<file path="config.mk">
export PLATFORM = sky130hd
export DESIGN_NAME = demux_stream_n
export DESIGN_NICKNAME = d
export VERILOG_FILES = /design/src/rtl/demux_stream_n.sv
export SDC_FILE = /design/constraint.sdc
export NUM_CORES = 1
export LEC_CHECK = 0
export CAP_MARGIN = 5
export CELL_PAD_IN_SITES_DETAIL_PLACEMENT = 1
export CELL_PAD_IN_SITES_GLOBAL_PLACEMENT = 2
export CORE_MARGIN = 4
export CORE_UTILIZATION = 23
export DETAILED_ROUTE_END_ITERATION = 16
export PLACE_DENSITY = 0.77
export SETUP_SLACK_MARGIN = 0.02
export SYNTH_ARGS = -nofsm -noshare
export SYNTH_HDL_FRONTEND = slang
export SYNTH_SLANG_ARGS = --single-unit
</file>
<file path="constraint.sdc">
create_clock -name clk -period 1.65 [get_ports clk]
set_input_delay 0.2475 -clock clk [delete_from_list [all_inputs] [get_ports clk]]
set_output_delay 0.2475 -clock clk [all_outputs]
set_load 0.01 [all_outputs]
</file>
<file path="src/rtl/demux_stream_n.sv">
// ============================================================================
// Module   : demux_stream_n
// Brief    : Registered 1:N_CH valid/ready stream demultiplexer, routing by
//            explicit select or round-robin. Defining DEMUX_CNT_EN adds the
//            per-channel 16-bit accepted-beat counters on port beat_cnt.
// Revision : 1.0 - initial release
// ============================================================================
`default_nettype none

module demux_stream_n #(
    parameter int N_CH = 4,
    parameter int DW   = 8,
    localparam int SW  = (N_CH > 1) ? $clog2(N_CH) : 1
) (
    input  logic                 clk,
    input  logic                 rst,
    input  logic                 mode,
    input  logic [SW-1:0]        sel,
    input  logic [DW-1:0]        in_data,
    input  logic                 in_valid,
    output logic                 in_ready,
    output logic [N_CH*DW-1:0]   out_data,
    output logic [N_CH-1:0]      out_valid,
    input  logic [N_CH-1:0]      out_ready,
    output logic [SW-1:0]        rr_ptr,
    output logic                 err
`ifdef DEMUX_CNT_EN
    ,
    output logic [N_CH*16-1:0]   beat_cnt
`endif
);

    localparam logic [SW:0]   c_nch_limit = (SW+1)'(N_CH);
    localparam logic [SW-1:0] c_last_ch   = SW'(N_CH - 1);

    logic [SW-1:0]   w_tgt;
    logic            w_tgt_ok;
    logic            w_tgt_busy;
    logic            w_accept;
    logic [N_CH-1:0] w_load;

    logic [SW-1:0]   r_rr_ptr;
    logic            r_err;

    assign w_tgt    = mode ? r_rr_ptr : sel;
    assign w_tgt_ok = ({1'b0, w_tgt} < c_nch_limit);

    // An out-of-range target matches no channel, so it is never busy and the
    // beat is swallowed rather than stalling the producer.
    always_comb begin
        w_tgt_busy = 1'b0;
        for (int k = 0; k < N_CH; k++) begin
            if (w_tgt == SW'(k)) begin
                w_tgt_busy = out_valid[k] & ~out_ready[k];
            end
        end
    end

    assign in_ready = ~w_tgt_busy;
    assign w_accept = in_valid & in_ready;

    for (genvar k = 0; k < N_CH; k++) begin : g_ch
        logic          r_valid;
        logic [DW-1:0] r_data;

        assign w_load[k] = w_accept & w_tgt_ok & (w_tgt == SW'(k));

        // A load in the same cycle as a drain keeps the slot full.
        always_ff @(posedge clk) begin
            if (rst) begin
                r_valid <= 1'b0;
                r_data  <= '0;
            end else begin
                r_valid <= w_load[k] | (r_valid & ~out_ready[k]);
                if (w_load[k]) begin
                    r_data <= in_data;
                end
            end
        end

        assign out_valid[k]           = r_valid;
        assign out_data[k*DW +: DW]   = r_data;

`ifdef DEMUX_CNT_EN
        logic [15:0] r_cnt;

        always_ff @(posedge clk) begin
            if (rst) begin
                r_cnt <= '0;
            end else if (w_load[k]) begin
                r_cnt <= r_cnt + 16'd1;
            end
        end

        assign beat_cnt[k*16 +: 16] = r_cnt;
`endif
    end

    always_ff @(posedge clk) begin
        if (rst) begin
            r_rr_ptr <= '0;
            r_err    <= 1'b0;
        end else begin
            r_err <= w_accept & ~w_tgt_ok;
            if (w_accept & mode) begin
                r_rr_ptr <= (r_rr_ptr == c_last_ch) ? '0 : r_rr_ptr + SW'(1);
            end
        end
    end

    assign rr_ptr = r_rr_ptr;
    assign err    = r_err;

endmodule

`default_nettype wire

</file>
# Word level (Yosys, flattened, before mapping)
# Cells that the tools add are included.
# totals
regBits	38
# op_classes
addsub	1
eq_ne	4
muxes	6
bitwise	19
n_reduce_logical	1
# ops
cell	n
AND 1 bit	10
== test 2 bit, second input constant	3
inverter 1 bit	5
2-to-1 mux 1 bit	4
2-to-1 mux 2 bit	2
bitwise OR 1 bit	4
adder 2 x 1 -> 2 bit, second input constant	1
== test 2 x 1 -> 1 bit, second input constant	1
zero test 2 bit	1

# Logic depth before layout (Yosys ltp)
# logic_depth
depth_word	10
ltp_mapped	7
depth_no_buf	5

# Least setup slack after synthesis
# OpenSTA, ideal clock, no wires.
# synth_timing
path_kind	register -> register
startpoint	register r_rr_ptr[1] (netlist: rr_ptr[1])
endpoint	register r_rr_ptr[0] (netlist: rr_ptr[0])
setup_ns	0.121
arrival_ns	1.693
t_required_ns	1.529
slack_ns	-0.164
stages_incl_launch_ff	6
path_buffers	0
period_less_slack_ns	1.814
path_cell_list	dfxtp_1 > mux2_2 > mux2i_1 > a221o_2 > and3_4 > mux2_4
# synth_via
elab_chain_len	9
# synth_rtl
item	line	rtl
start: declaration	42	logic [SW-1:0] r_rr_ptr;
start signal: assignment	106	r_rr_ptr <= (r_rr_ptr == c_last_ch) ? '0 : r_rr_ptr + SW'(1);
2-to-1 mux 2 bit (*)	45	assign w_tgt = mode ? r_rr_ptr : sel;
zero test 2 bit	53	if (w_tgt == SW'(k)) begin
2-to-1 mux 1 bit (3 in a row)	53	
2-to-1 mux 1 bit (*)	53	
inverter 1 bit (*)	59	assign in_ready = ~w_tgt_busy;
named net in_ready	21	output logic in_ready,
AND 1 bit (*)	60	assign w_accept = in_valid & in_ready;
AND 1 bit (*)	105	if (w_accept & mode) begin
# The timed path passes the listed nets; every way through them passes the cells marked *.
# A chain may end at the register's enable or synchronous reset.

# Worst setup path after layout
# layout_timing
startpoint	register r_rr_ptr[1] (netlist: rr_ptr[1])
endpoint	register r_rr_ptr[0] (netlist: rr_ptr[0])
# layout_via
elab_chain_len	9
# layout_rtl
item	line
2-to-1 mux 2 bit	45
zero test 2 bit	53
2-to-1 mux 1 bit (4 in a row)	53
inverter 1 bit	59
AND 1 bit	60
AND 1 bit	105
# Parallel ways exist; a longest one is shown, timed or not.

==> flow_summary.yaml <==
status:
  status: "finished with violations"
  violations: "negative setup slack"
worst_setup_path:
  r2r_start: "rr_ptr[1]"
  r2r.worst_path.cells: 6
  worst_path_max_delay_cell: "a221o_2"
  crit_arrival_ns: 1.97
  critical_path_required_ns: 1.83
  rr_endpoint: "rr_ptr[0]"
  crit_path_max_incr_delay_ns: 0.36
  worstSetupPathType: "reg -> reg"
  path_cells: "mux2_4 > mux2i_1 > a221o_2 > buf_6 > and3_4 > mux2_4"
  path_buf_inv: 1
  cp.depth: 6
  r2r_slack_ns: -0.14
  crit_top_cell: "mux2_4"
  critPathTopFamily: "multiplexers"
  cp-end-kind: "register"
  start_kind: "register"
  crit_path_max_fanout: 3
yosys:
  synth_top_family_by_area: "compound AO/OA/AOI/OAI gates"
  syn_area_per_cell_um2: 11.0
  syn_nets: 157
  ys_top_cells_by_area: "dfxtp_1 (50%), a22o_1 (14%), mux2i_1 (7.3%), nor2_1 (3.0%), buf_4 (2.5%)"
  synth-simple-area-share_pct: 14.9
  synth_most_common_cell: "dfxtp_1"
  netlist_area_mm2: 0.00151
  synth_edf_count: 0
  yosysTopAreaCell: "dfxtp_1"
  synth_xor_xnor_area_share_pct: 0
  syn_inst: 138
  synth_compound_area_share_pct: 20.7
  synth.top_cell.area_share_pct: 50.3
  synth_fa_ha_area_share_pct: 0.827
  synth.distinct_cells: 33
  yosys_most_used_dff: "dfxtp_1"
  ys_top_cells_by_count: "dfxtp_1 (38), a22o_1 (24), nor2_1 (12), mux2i_1 (11)"
  synthMuxAreaShare_pct: 9.02
  async_reset_ff_share_pct: 0
  yosysWarnings: 0
  seq_area_frac_synth_pct: 50.3
  synth_seq_cells: 38
clock_tree:
  cts.sinks: 38
  cts_tree: "built"
  hold_buffers: 0
  htree_levels: 2
  numCtsBuffers: 5
  clk_latency_ns: 0.29
  clock_path_buffers: 2
  clkTransAtPathRegs_ns: 0.07
  cts_root_buf: "clkbuf_8"
global_route:
  grt_pass1_vias: 1394
  antenna_found_initial: 0
  grt_remaining_overflow: 0
  grt_max_degree: 15
  grt_usage_pct: 11.9
  grt_first_pass_wirelength_um: 7180
timing:
  final.setup.tns_ns: -0.953
  fin_ws_ns: -0.140
  hold_viol: 0
  relSlewSlack_pct: 65.2
  max_freq_mhz: 559
  setup_viol: 21
  fin_worst_skew_ns: 0.00879
  tightest_slew_ns: 0.520
  hold_slack_ns: 0.486
  final.min_clock_period_ns: 1.79
  rsz0062_at_grt: "true"
  period_share_pct: 108
  drv_slew: 0
placement:
  dp_slack_ns: -0.719
  place_hpwl_um: 3450
  portBuffers: 56
  routabilityCongestion: 0.869
  dp.cells: 286
layout:
  n_antenna_cell: 0
  layout.cells.non_filler: 294
  fill_cells: 721
  layout.area.seq_um2: 762
  area_growth_pct: 62.4
  multi_input_area_um2: 753
  drive_gt1_share_pct: 24.0
  nets: 235
floorplan:
  dieHeight_um: 89.1
  core_region_area_mm2: 0.00639
  start_util_pct: 23.7
  rows: 29
  die_x_um: 89.1
  dieArea_mm2: 0.00794
  boundaryPins: 58
detailed_routing:
  first_pass_iters: 2
  viasPerCell: 4.53
  ant_nets: 0
  route.detailed.drc: 0
  drt_iter0_markers: 38
  drt-wirelength-per-cell_um: 15.4
  drt_wl_total_um: 4530
  vias: 1333
pwr:
  p_total_uw: 2010
  power.density_mw_per_mm2: 818
  leakagePower_uw: 0.000964
  ir_drop_mv: 0.336
worst_hold_path:
  hold_start: "g_ch[3].r_data[6]"
  hold_class: "reg -> reg"
  hold_end: "g_ch[3].r_data[6]"
  hold_path_depth: 1
job:
  drv_cap: 0
## cell usage in the layout (no fill, tap or decap), drive strengths merged, types with 3 or more instances in the layout
cell type	instances
nand2b	5
a21oi	3
mux2i	11
nand2	4
dfxtp	38
nor3b	3
buf	25
nor3	3
clkdlybuf4s50	50
nor2b	4
a22o	24
clkbuf	6
dlygate4sd2	4
o21ai	3
nor2	12
a31oi	3
## layout make-up
class	instances	share of cell area, %
multi-input combinational	91	30.7
sequential	38	31.0
clock buffer	6	3.36
clock inverter	2	0.509
timing repair buffer	80	30.5
tap	77	3.92
## routing by layer
metal | up-vias | part of all wire [%] | global-route usage, %
met5 | - | 0 | 0
li1 | 659 | - | -
met3 | 6 | 5.5 | 3.04
met4 | 0 | 1.7 | 5.28
met2 | 31 | 45 | 17.5
met1 | 637 | 48 | 16.4
## flip-flops by register name, summed over array words and instances, names as in the netlist
register,count
rr_ptr,2
g_ch.r_data,32
g_ch.r_valid,4
## power breakdown
part / switching (µW) / internal (µW) / total [µW]
Sequential: 21.4 / 954 / 976
Combinational: 162 / 207 / 368
Clock: 330 / 336 / 666
Total: 513 / 1500 / 2010
## how the worst max path moves through the flow
stage	from	to	slack [ns]
floorplan	rr_ptr[1]	rr_ptr[0]	-0.07
global placement	mode	in_ready	-0.68
detailed placement	mode	in_ready	-0.72
CTS	rr_ptr[1]	in_ready	-0.14
global route	rr_ptr[1]	rr_ptr[0]	-0.17
finish	rr_ptr[1]	rr_ptr[0]	-0.14
## logic make-up after synthesis
| kind of cell | count (synthesis) |
|---|---|
| buffers and inverters | 9 |
| other | 1 |
| and+or+nand+nor | 39 |
| AOI/OAI and AO/OA | 37 |
| DFF | 38 |
| adders and majority gates | 1 |
| muxes | 13 |
## stage by stage
stage | util, % | area [µm²]
finish | 38.5 | 2460
global route | 38.5 | 2460
CTS | 38.3 | 2450
detailed placement | 36.1 | 2310
global placement | 36.1 | 2310
floorplan | - | 1520
## repair_timing
item,CTS,global route
setup endpoints to repair,37,35
pin swaps,4,1
setup buffers,0,0
endpoints found under the hold margin,0,0
gates resized for setup,25,3
No activity file was read; power rests on OpenSTA's default activity.
